===== src/rtl/prog_loader.sv =====
// prog_loader: streams a program in as bytes (high byte first), packs byte
// pairs into 16-bit words and writes them to instruction memory from address
// 0 upward, holding the processor in reset for the duration of the load.
module prog_loader #(
    parameter int ADDR_W = 7,
    parameter int DEPTH  = 128,
    parameter int WORD_W = 16
) (
    input  logic              Clk,
    input  logic              Reset,
    input  logic              Start,
    input  logic [7:0]        Word_Count,
    input  logic [7:0]        In_Byte,
    input  logic              In_Valid,
    output logic              In_Ready,
    output logic              IM_Wr,
    output logic [ADDR_W-1:0] IM_Addr,
    output logic [WORD_W-1:0] IM_Data,
    output logic              Cpu_Hold,
    output logic              Busy,
    output logic              Done,
    output logic [15:0]       Checksum,
    output logic [2:0]        State
);

    localparam int CNT_W = ADDR_W + 1;

    typedef enum logic [2:0] {
        S_IDLE  = 3'd0,
        S_HI    = 3'd1,
        S_LO    = 3'd2,
        S_WRITE = 3'd3,
        S_DONE  = 3'd4
    } state_e;

    state_e              state_q, state_d;
    logic [CNT_W-1:0]    n_q, n_d;
    logic [ADDR_W-1:0]   cnt_q, cnt_d;
    logic [7:0]          hi_q, hi_d;
    logic [ADDR_W-1:0]   addr_q, addr_d;
    logic [WORD_W-1:0]   data_q, data_d;
    logic [15:0]         sum_q, sum_d;
    logic                last_word;

    assign last_word = ({1'b0, cnt_q} == (n_q - CNT_W'(1)));

    // State and datapath registers with synchronous reset
    always_ff @(posedge Clk) begin
        if (Reset) begin
            state_q <= S_IDLE;
            n_q     <= '0;
            cnt_q   <= '0;
            hi_q    <= '0;
            addr_q  <= '0;
            data_q  <= '0;
            sum_q   <= '0;
        end else begin
            state_q <= state_d;
            n_q     <= n_d;
            cnt_q   <= cnt_d;
            hi_q    <= hi_d;
            addr_q  <= addr_d;
            data_q  <= data_d;
            sum_q   <= sum_d;
        end
    end

    // Next-state and datapath update
    always_comb begin
        state_d = state_q;
        n_d     = n_q;
        cnt_d   = cnt_q;
        hi_d    = hi_q;
        addr_d  = addr_q;
        data_d  = data_q;
        sum_d   = sum_q;
        case (state_q)
            S_IDLE: begin
                if (Start) begin
                    if (Word_Count == 8'd0) begin
                        state_d = S_DONE;
                    end else begin
                        if (int'(Word_Count) > DEPTH) n_d = CNT_W'(DEPTH);
                        else                          n_d = CNT_W'(Word_Count);
                        cnt_d   = '0;
                        sum_d   = '0;
                        state_d = S_HI;
                    end
                end
            end
            S_HI: begin
                if (In_Valid) begin
                    hi_d    = In_Byte;
                    state_d = S_LO;
                end
            end
            S_LO: begin
                // Write port registers load on entry to WRITE so they stay
                // stable through it and hold their value afterwards.
                if (In_Valid) begin
                    addr_d  = cnt_q;
                    data_d  = WORD_W'({hi_q, In_Byte});
                    state_d = S_WRITE;
                end
            end
            S_WRITE: begin
                sum_d = sum_q + 16'(data_q);
                if (last_word) begin
                    state_d = S_DONE;
                end else begin
                    cnt_d   = cnt_q + ADDR_W'(1);
                    state_d = S_HI;
                end
            end
            S_DONE:  state_d = S_IDLE;
            default: state_d = S_IDLE;
        endcase
    end

    // Output decode from the registered state
    always_comb begin
        In_Ready = (state_q == S_HI) || (state_q == S_LO);
        IM_Wr    = (state_q == S_WRITE);
        Done     = (state_q == S_DONE);
        Busy     = (state_q != S_IDLE);
        Cpu_Hold = Busy;
        IM_Addr  = addr_q;
        IM_Data  = data_q;
        Checksum = sum_q;
        State    = state_q;
    end

endmodule

===== config.mk =====
export PLATFORM = sky130hd
export DESIGN_NAME = prog_loader
export DESIGN_NICKNAME = d
export VERILOG_FILES = /design/src/rtl/prog_loader.sv
export SDC_FILE = /design/constraint.sdc
export NUM_CORES = 1
export LEC_CHECK = 0
export CAP_MARGIN = 20
export CELL_PAD_IN_SITES_DETAIL_PLACEMENT = 0
export CELL_PAD_IN_SITES_GLOBAL_PLACEMENT = 1
export CORE_ASPECT_RATIO = 1.25
export CORE_UTILIZATION = 40
export DETAILED_ROUTE_END_ITERATION = 12
export DONT_BUFFER_PORTS = 1
export HOLD_SLACK_MARGIN = 0.02
export PLACE_DENSITY_LB_ADDON = 0.15
export SETUP_SLACK_MARGIN = 0.05
export SYNTH_ARGS = -nofsm -noshare
export SYNTH_HDL_FRONTEND = slang
export SYNTH_SLANG_ARGS = --single-unit

===== constraint.sdc =====
create_clock -name Clk -period 6.55 [get_ports Clk]
set_input_delay 0.655 -clock Clk [delete_from_list [all_inputs] [get_ports Clk]]
set_output_delay 0.655 -clock Clk [all_outputs]
set_load 0.01 [all_outputs]

# ---- After elaboration in Yosys (flattened, before gate mapping)
# Cells that the tools add are included.
dict set report totals {
  elab_cells 47
  output_inout_bits 47
  regBits 65
  inputBits 20
}
dict set report op_classes {
  mux 14
  n_eq_ne 10
  n_bitwise 1
  reduce_logical 11
  n_lt_le_gt_ge 1
  n_addsub 3
}
# operator n
set ops {}
lappend ops {{16-bit 2-to-1 mux} 2}
lappend ops {{16-bit one-hot mux with 2 select lines} 1}
lappend ops {{7-bit 2-to-1 mux} 3}
lappend ops {{16-bit adder} 1}
lappend ops {{3-bit 2-to-1 mux} 5}
lappend ops {{7-bit one-hot mux with 2 select lines} 1}
lappend ops {{3-bit one-hot mux with 4 select lines} 1}
lappend ops {{2-bit inequality test (second input constant)} 5}
lappend ops {{3-bit AND reduction} 3}
lappend ops {{7-bit by 8-bit == test with 1-bit output} 1}
lappend ops {{8-bit > comparator (second input constant)} 1}
lappend ops {{8-bit zero test} 1}
lappend ops {{8-bit 2-to-1 mux} 1}
lappend ops {{8-bit by 1-bit subtractor with 8-bit output (second input constant)} 1}
lappend ops {{7-bit by 1-bit adder with 7-bit output (second input constant)} 1}
lappend ops {{3-bit by 2-bit == test with 1-bit output (second input constant)} 2}
lappend ops {{2-bit AND reduction} 2}
lappend ops {{4-bit AND reduction} 1}
lappend ops {{3-bit by 1-bit == test with 1-bit output (second input constant)} 1}
lappend ops {{3-bit == test (second input constant)} 1}
lappend ops {{3-bit zero test} 1}
lappend ops {{3-bit nonzero test} 1}
lappend ops {{2-bit nonzero test} 1}
lappend ops {{1-bit logical OR} 1}
lappend ops {{1-bit inverter} 1}

# ---- Logic depth before layout (Yosys ltp)
# Gate-level depths: netlist of run 1.
dict set report logic_depth {
  depth_word 4
  depth_mapped 9
  depth_no_buf 9
}

# ---- Worst setup path after synthesis of run 1
# Ideal clock, no wire load.
dict set report synth_path {
  path_kind {flip-flop to flip-flop}
  from {reg data_q[0] (netlist: IM_Data[0])}
  to {reg sum_q[12] (netlist: Checksum[12])}
  path_buffers 0
  arrival_ns 2.289
  setup_slack_ns 4.144
  period_less_slack_ns 2.406
  stages_incl_launch_ff 10
  required_ns 6.433
  setup_ns 0.117
  path_cell_list {dfxtp_1 ha_1 fa_1 a21o_1 a221oi_1 o21bai_1 a211oi_2 a21oi_1 xor2_1 a22o_1}
}
dict set report synth_via {
  elab_chain_cells 2
}
# element line_no
set synth_rtl {}
lappend synth_rtl {{start: declaration} 41} ;# logic [WORD_W-1:0] data_q, data_d;
lappend synth_rtl {{start signal: assignment} 63} ;# data_q <= data_d;
lappend synth_rtl {{16-bit adder} 107} ;# sum_d = sum_q + 16'(data_q);
lappend synth_rtl {{16-bit one-hot mux with 2 select lines} 77} ;# case (state_q)
lappend synth_rtl {{end signal: assignment} 64} ;# sum_q <= sum_d;
lappend synth_rtl {{end: declaration} 42} ;# logic [15:0] sum_q, sum_d;
# Every way passes these cells.
# A chain may end at the register's enable or synchronous reset.

# ---- Worst setup path in the final report of run 1
dict set report layout_path {
  from {reg state_q[2] (netlist: State[2])}
  to {out IM_Wr}
}
dict set report layout_via {
  elab_chain_cells 1
}
# element line_no
set layout_rtl {}
lappend layout_rtl {{start: declaration} 36} ;# state_e state_q, state_d;
lappend layout_rtl {{start signal: assignment} 58} ;# state_q <= state_d;
lappend layout_rtl {{3-bit by 2-bit == test with 1-bit output} 123} ;# IM_Wr = (state_q == S_WRITE);
lappend layout_rtl {{end: declaration} 16} ;# output logic IM_Wr,
# Every way passes these cells.

==> run summary, run 1 <==
The count of routing violations after the opening detailed-route iteration was 119. The global-route usage over all layers was 0.193. The run gives 2 as the number of buffers on the longest clock path. At the end of routability-driven placement, the weighted congestion stood at 0.800.

Derived from the worst setup path, the maximum achievable clock frequency is 358 MHz. The post-route setup TNS was 0 ps; the tightest slew margin relative to the limit was 0.454. The tools report the number of placed I/O pins as 67. The most common cell in the synthesized netlist is sky130_fd_sc_hd__nand2_1. The maximum number of pins on one net before global-route repair is 65, and the average cell area after synthesis is 8.26 µm². For the worst setup path, the data required time is 5890 ps. Clock latency on the worst-skew pair, taken at its later pin, is 360 ps.

The routed wire length was 8400 µm; the starting density of the core was 0.421. Post-CTS timing repair inserted 0 buffers for setup. Setup repair after global routing left no endpoint under its margin.

The tools report the critical hold path startpoint as Reset. The critical path starts at State[2]. The commonest register cell after synthesis was sky130_fd_sc_hd__dfxtp_1. The synthesized netlist contains 60 unique library cells.

In this run the number of H-tree levels came out at 3. Row generation in the floorplan step produced 37 rows. The portion of synthesized cell area occupied by the leading cell type was 0.369. The launching point of the worst reg2reg path was IM_Data[0]. After layout, the minimum clock period comes to 2800 ps. The total power density per cell area was 215 mW/mm²; the number of global-route vias before repair was 2768. Along the worst path, the maximum fanout reaches 18.

The die span in y was 107 µm; the clock buffer count from CTS was 9. The run gives 0.00920 mm² as the die area. The run gives 454 as the net count reported at finish. On the final layout, the worst clock skew is 8.00 ps. The flow ran to the end, and the final reports show no timing, DRC or antenna violations. After floorplanning, the core was sized to cover 0.00838 mm². Post-synthesis instance area: 0.00353 mm². The layout overhead on the synthesized area was 7.63%.

The post-CTS resize count was 0. After detailed routing, the number of remaining DRC violations is 0. The clock sink count came out at 65.

The placed wire-length estimate after detailed placement was 5990 µm; the worst IR drop on VDD was 0.101 mV. Ranked by instance count, the synthesized netlist is headed by sky130_fd_sc_hd__nand2_1, sky130_fd_sc_hd__dfxtp_1, sky130_fd_sc_hd__a21oi_1. After synthesis the netlist holds a flip-flop and latch count of 65.

In the routed layout, each cell is associated on average with a via count of 5.37. Summed over all instances, the cell type with the most area after synthesis is sky130_fd_sc_hd__dfxtp_1. Port buffering added 0 buffers. The run gives 0.369 as the sequential cell area fraction in the yosys report. The tools report the kind of end point of the critical path as a primary output. In this run, synthesis inferred 0 flip-flops with an integrated enable. The critical path is of the flip-flop to primary output type. The die extent in x works out to 86.0 µm. The number of nets still failing antenna checks after routing was 0; the data arrival time of the worst path was 2140 ps. The analysis attributes to cell leakage a power of 0.00144 µW.

In the synthesized netlist, the number of instances is 427. For the number of antenna repair diodes, the log shows 0. In this run the worst hold path is classified as input pin to flip-flop. Number of failing setup endpoints in the final timing report: 0. The layout cell share with drive strength beyond 1 is 0.0903, and the part of the cycle the worst path needs is 0.427. The worst setup path is launched from a flip-flop. For this run the aggregate overflow at the end of global routing stands at 0. After clock tree synthesis, the clock-pin slew on the worst setup and hold paths is 70 ps. The logs give 465 for the post-synthesis net count and 13600 µm for the global-route wire length before repair.

TritonCTS built the clock tree. The first detailed-routing pass took 4 iterations. The completed layout was analyzed and its total power is 815 µW. The yosys synthesis warning count is 0. For the pin with the worst max-slew slack, the measured transition is 812 ps.

Summing over every cut layer, the via total after detailed routing is 2890. The routed length per instance came out at 15.6 µm. The number of hold buffers added after CTS was 0. CTS placed an instance of sky130_fd_sc_hd__clkbuf_8 at the clock tree root. Final hold analysis gives a worst-case slack of 365 ps.

The share of async-settable or async-resettable flops after synthesis was 0; the initial antenna violation count was 0. After synthesis, the cell types taking the most area are sky130_fd_sc_hd__dfxtp_1, sky130_fd_sc_hd__nand2_1, sky130_fd_sc_hd__a21oi_1, sky130_fd_sc_hd__ha_1, sky130_fd_sc_hd__xnor2_1. The logs give 847 for the fill cell instance count of the final layout and 0 for the number of pins with negative max-slew slack in the final report. The total count of hold-check failures in the final report came out at 0. The tool flagged a number of max-cap violations equal to 0.
[kinds of logic after synthesis]
| logic type | after synthesis | share of synthesized area |
|---|---|---|
| flops | 65 | 0.369 |
| simple gates | 178 | 0.245 |
| compound gates | 103 | 0.194 |
| mux | 6 | 0.0192 |
| xor+xnor | 25 | 0.0685 |
| buf+inv | 32 | 0.0380 |
| fa+ha+maj | 18 | 0.0660 |
[layout make-up]
| type | count | area (µm²) | share of cell area |
|---|---|---|---|
| timing repair buffer | 2 | 22.5 | 0.00593 |
| clock inverter | 3 | 40.0 | 0.0106 |
| tap | 117 | 146 | 0.0386 |
| sequential | 65 | 1300 | 0.343 |
| clock buffer | 13 | 149 | 0.0392 |
| inverter | 8 | 30.0 | 0.00791 |
| multi-input combinational | 330 | 2110 | 0.555 |
[worst max-delay path, cell delays in order, from the launching register on]
cell and delay, ps:
sky130_fd_sc_hd__dfxtp_1 620, sky130_fd_sc_hd__or2_2 480, sky130_fd_sc_hd__clkinv_1 680
[registers in the layout, indices dropped and copies added, names as in the netlist]
register / count
IM_Data: 16
hi_q: 8
Checksum: 16
cnt_q: 7
IM_Addr: 7
State: 3
n_q: 8
[layout by cell type (no fill, tap or decap), types with 3 or more instances in the layout]
cell,n
sky130_fd_sc_hd__nand2_1,96
sky130_fd_sc_hd__dfxtp_1,65
sky130_fd_sc_hd__a21oi_1,58
sky130_fd_sc_hd__nor2_1,18
sky130_fd_sc_hd__ha_1,17
sky130_fd_sc_hd__xnor2_1,15
sky130_fd_sc_hd__nand3_1,13
sky130_fd_sc_hd__clkbuf_8,10
sky130_fd_sc_hd__xor2_1,8
sky130_fd_sc_hd__a21o_1,8
sky130_fd_sc_hd__nand3b_1,8
sky130_fd_sc_hd__inv_1,7
sky130_fd_sc_hd__and3_1,7
sky130_fd_sc_hd__nor4_1,6
sky130_fd_sc_hd__nor3_1,5
sky130_fd_sc_hd__a22oi_1,5
sky130_fd_sc_hd__o21ai_0,4
sky130_fd_sc_hd__and2_1,3
sky130_fd_sc_hd__or3_1,3
sky130_fd_sc_hd__nor3b_1,3
sky130_fd_sc_hd__nor3_2,3
sky130_fd_sc_hd__a31oi_1,3
sky130_fd_sc_hd__a22o_1,3
sky130_fd_sc_hd__mux2i_1,3
sky130_fd_sc_hd__clkbuf_1,3
[layer usage]
metal	wire length [µm]	track usage	vias up
met1	3810	0.235	1347
met2	4040	0.312	62
met4	178	0.0917	0
li1	-	-	1472
met3	373	0.0562	9
met5	0	0	-
[through the flow]
stage               area (µm²)   util  instances  worst slack [ps]
finish                    3790  0.453        538              3750
CTS                       3790  0.453        538              3720
detailed placement        3610  0.430        522              3860
global placement          3590  0.429        521              3900
floorplan                 3530      -        427              4140
global route              3790  0.453        538              3600
[final timing paths]
path,end,slack (ps),cells past startpoint
worst max register to register,Checksum[12],3860,9
worst min register to register,IM_Data[8],460,2
worst max-delay path,IM_Wr,3750,2
worst min-delay path,IM_Addr[1],370,1
[where the power goes]
| group | switching, µW | internal (µW) |
|---|---|---|
| clock | 155 | 185 |
| combinational | 38.8 | 23.8 |
| sequential | 10.4 | 402 |
| total | 204 | 611 |
(Power assumes the default switching activity.)
==> inputs of run 2 (changes only) <==
--- a/config.mk
+++ b/config.mk
@@ -5,6 +5,7 @@
 export SDC_FILE = /design/constraint.sdc
 export NUM_CORES = 1
 export LEC_CHECK = 0
+export ABC_AREA = 1
 export CAP_MARGIN = 20
 export CELL_PAD_IN_SITES_DETAIL_PLACEMENT = 0
 export CELL_PAD_IN_SITES_GLOBAL_PLACEMENT = 1
==> constraint.sdc (replaced) <==
create_clock -name Clk -period 2.4 [get_ports Clk]
set_input_delay 0.24 -clock Clk [delete_from_list [all_inputs] [get_ports Clk]]
set_output_delay 0.24 -clock Clk [all_outputs]
set_load 0.01 [all_outputs]
==> run summary, run 2 <==
The number of buffers on the longest clock path is 2 (unchanged), and the number of remaining DRC errors is 0 (unchanged). The run gives 0 (unchanged) as the number of antenna repair diodes. Average cell area after synthesis: 7.06 µm² (-15%). The number of cell rows is 38 (+2.7%), and the placed wire-length estimate after detailed placement is 6980 µm (+17%). The part of the cycle the worst path needs works out to 0.812. By area, the combinational part of the netlist is dominated by simple AND/OR/NAND/NOR gates. The data arrival time of the worst path is 2230 ps (+90 ps). Tracing the worst setup path back leads to its startpoint at IM_Data[0]. The tools report the number of setup buffers added after CTS as 0 (unchanged).

The library cell used most frequently in the layout, excluding fill and tap cells, is sky130_fd_sc_hd__nand2_1. Setup repair after global routing left no endpoint under its margin. The count of routing violations after the opening detailed-route iteration was 68 (-43%). The portion of synthesized cell area occupied by the leading cell type was 0.364 (-0.00542). The root buffer cell chosen for the clock tree is sky130_fd_sc_hd__clkbuf_8. Layout cell share with drive strength beyond 1: 0.0930 (+0.00276). Compared with the post-synthesis result, the final layout area differs by 11.0%.

Die span in y: 108 µm (+0.73%). The flow ran to the end, and the final reports show no timing, DRC or antenna violations. The basic-gate share of the synthesized area counting and, or, nand and nor cells was 0.281 (+0.0363); the total count of hold-check failures in the final report was 0 (unchanged).

The cell depth of the worst flop-to-flop path is 10 (+1). The run gives 3201 (+16%) as the number of global-route vias before repair. The tools report the number of cells produced by synthesis as 507 (+19%). The compound-cell area share of the yosys netlist works out to 0.194 (about the same).

The routed wire length is 9530 µm (+13%). The kind of end point of the critical path was a flip-flop. The logs give 0 (unchanged) for the post-CTS resize count and 65 (unchanged) for the clock sink count. The commonest register cell after synthesis was sky130_fd_sc_hd__dfxtp_1. TritonCTS built the clock tree. The run gives 0 ps (unchanged) as the post-route setup TNS.

The post-placement setup slack was 466 ps (-3400 ps). In the post-synthesis netlist, the biggest area contributors are sky130_fd_sc_hd__dfxtp_1, sky130_fd_sc_hd__nand2_1, sky130_fd_sc_hd__a21oi_1, sky130_fd_sc_hd__nor2_1, sky130_fd_sc_hd__o21ai_0. The starting density of the core was 0.411 (-0.00951); the distinct cell type count of the synthesized netlist was 39 (-35%). The routability-driven placement congestion ratio was 0.851 (+6.3%). The total power density per cell area works out to 843 mW/mm² (+290%).

The tools report the number of failing setup endpoints in the final timing report as 0 (unchanged). In the layout the commonest cells are sky130_fd_sc_hd__nand2_1, sky130_fd_sc_hd__a21oi_1, sky130_fd_sc_hd__dfxtp_1. Die area: 0.00933 mm² (+1.5%).

The number of flip-flops and latches in the synthesized netlist came out at 65 (unchanged). The later-pin clock latency in the skew report was 350 ps (about the same). The routed length per instance was 15.0 µm (-4.0%); the number of placed I/O pins was 67 (unchanged). The endpoint identified for the worst register-to-register timing path is Checksum[10]. In the synthesized netlist, the cells that appear most often are sky130_fd_sc_hd__nand2_1, sky130_fd_sc_hd__a21oi_1, sky130_fd_sc_hd__dfxtp_1.

The most critical setup path has its endpoint at Checksum[10]. The clock buffer count from CTS was 9 (unchanged); the H-tree level count was 3 (unchanged). The count of buffer and inverter cells on the critical path works out to 0 (-1). The overall via count from detail_route came out at 3252 (+13%). The run gives 0.222 (+0.0291) as the global-route usage over all layers. The run gives 513 MHz as the maximum clock frequency. The post-synthesis net count is 545 (+17%), and the slew at the pin with the worst max-slew slack is 521 ps (-291 ps).

The family with the most delay on the worst path was simple AND/OR/NAND/NOR gates. In this run the most critical hold path is launched from In_Byte[7]. The xor and xnor area share after synthesis is 0.0245 (-0.0440), and the highest cell delay on the worst timing path is 410 ps (-270 ps). The library cell with the highest instance count after synthesis was sky130_fd_sc_hd__nand2_1. The run gives 7 (+7) as the number of hold buffers added after CTS. The run gives 549 (+21%) as the net count reported at finish. The number of pins with negative max-slew slack in the final report was 0 (unchanged).

The die extent in x was 86.6 µm (+0.73%). The path class of the tightest hold or removal check is input pin to flip-flop. In this run the critical register-to-register path is launched from IM_Data[0]. The largest total area in the synthesized netlist belongs to sky130_fd_sc_hd__dfxtp_1. STA classifies the critical path startpoint as a flip-flop. Routed via count divided by cell count: 5.11 (-4.8%). The signal on the critical path passes through ha_1 -> fa_1 -> nand3_1 -> nand2_1 -> nand2_1 -> a21oi_1 -> nand2_1 -> nand3b_1 -> nand3_1 -> a21oi_1. Total number of cells along the worst setup path: 10 (+8).

The run gives 3350 µW (+310%) as the post-route total power. The leakage power figure was 0.00172 µW (+20%). The global-route wire length before repair came out at 15800 µm (+16%). The most numerous cell type found on the critical path is sky130_fd_sc_hd__nand2_1. The tools report the setup clock skew after layout as 12.5 ps (+4.50 ps). The post-synthesis instance area is 0.00358 mm² (+1.5%), and the cell area after placement is 0.00367 mm² (+1.7%). Tightest slew margin relative to the limit: 0.651 (+0.197).

The yosys synthesis warning count is 0 (unchanged), and the number of nets still failing antenna checks after routing is 0 (unchanged). The maximum number of pins on one net before global-route repair is 36 (-45%). The aggregate global routing overflow was 0 (unchanged); the sequential cell area fraction in the yosys report was 0.364 (-0.00542).

The share of async-settable or async-resettable flops after synthesis was 0 (unchanged). The logs give 0.275 mV (+170%) for the worst IR drop on VDD and 0 (unchanged) for the count of max-cap constraint violations. The initial antenna violation count is 0 (unchanged), and the core outline area is 0.00870 mm² (+3.8%).

The count of port buffers added during placement was 0 (unchanged); the adder and majority cell fraction of the synthesized area was 0.0650 (-0.000969). The peak fanout along the critical path works out to 4 (-14). The smallest clock period supported by the final layout is computed as 1950 ps. For the post-layout worst setup margin, the log shows 451 ps (-3300 ps). The tools report the final instance area as 0.00397 mm² (+4.7%). The setup path with the least slack is of type flip-flop to flip-flop.

The number of synthesized flops with an enable pin came out at 0 (unchanged). Slowest cell on the critical path: sky130_fd_sc_hd__dfxtp_1. The setup slack of the worst register-to-register path came out at 450 ps (-3410 ps). For the endpoint required time on the critical path, the log shows 2680 ps (-3210 ps).

The first-pass detailed-route iteration total was 5 (+1); the clock-pin transition on the worst setup and hold timing paths was 80 ps (about the same). The multiplexer share of the synthesized area is 0 (-0.0192).
run 2: cell count changes after synthesis, moves of 7 or more:
cell,delta
sky130_fd_sc_hd__and3_1,-7
sky130_fd_sc_hd__nand3_1,+17
sky130_fd_sc_hd__inv_1,+31
sky130_fd_sc_hd__nor2_1,+41
sky130_fd_sc_hd__clkbuf_1,-8
sky130_fd_sc_hd__a21oi_1,+15
sky130_fd_sc_hd__o21ai_0,+39
sky130_fd_sc_hd__xnor2_1,-12
run 2: worst register-to-register path, stage by stage, from the launching register on:
cell                       delay, ps
sky130_fd_sc_hd__dfxtp_1         410
sky130_fd_sc_hd__ha_1            230
sky130_fd_sc_hd__fa_1            220
sky130_fd_sc_hd__nand3_1          80
sky130_fd_sc_hd__nand2_1         130
sky130_fd_sc_hd__nand2_1          70
sky130_fd_sc_hd__a21oi_1         310
sky130_fd_sc_hd__nand2_1         120
sky130_fd_sc_hd__nand3b_1        120
sky130_fd_sc_hd__nand3_1          80
sky130_fd_sc_hd__a21oi_1         110
run 2: cell type report:
class                      instances  area, µm²
inverter                          45        171
timing repair buffer              11        113
fill                             956       4730
multi-input combinational        379       2020
sequential                        65       1300
clock inverter                     4       50.0
tap                              120        150
clock buffer                      12        165
run 2: per-layer routing:
| layer | GRT usage | part of all wire |
|---|---|---|
| met5 | 0 | 0 |
| met4 | 0.0869 | 0.017 |
| met3 | 0.0544 | 0.051 |
| met2 | 0.409 | 0.52 |
| met1 | 0.241 | 0.41 |
run 2: cells by family after synthesis:
kind of cell / count (synthesis)
AND/OR/NAND/NOR: 220
flip-flops: 65
adder cells (fa/ha/maj): 18
buffers and inverters: 63
AO/OA/AOI/OAI: 131
XOR/XNOR: 10
run 2: worst min-delay path by stage:
stage,end,cells past startpoint
floorplan,n_q[7],1
global placement,cnt_q[6],1
detailed placement,cnt_q[6],1
CTS,IM_Data[7],2
global route,n_q[5],2
finish,IM_Data[7],2
run 2: per-stage QoR:
stage | hold slack (ps) | util | instances
global route | 22.2 | 0.457 | 636
CTS | 20.9 | 0.455 | 635
floorplan | 318 | - | 507
detailed placement | 309 | 0.421 | 612
finish | 36.2 | 0.457 | 636
global placement | 307 | 0.421 | 612
run 2: power breakdown:
group / internal (µW) / total (µW) / switching, µW
sequential: 1210 / 1370 / 160
combinational: 300 / 964 / 664
clock: 563 / 1010 / 448
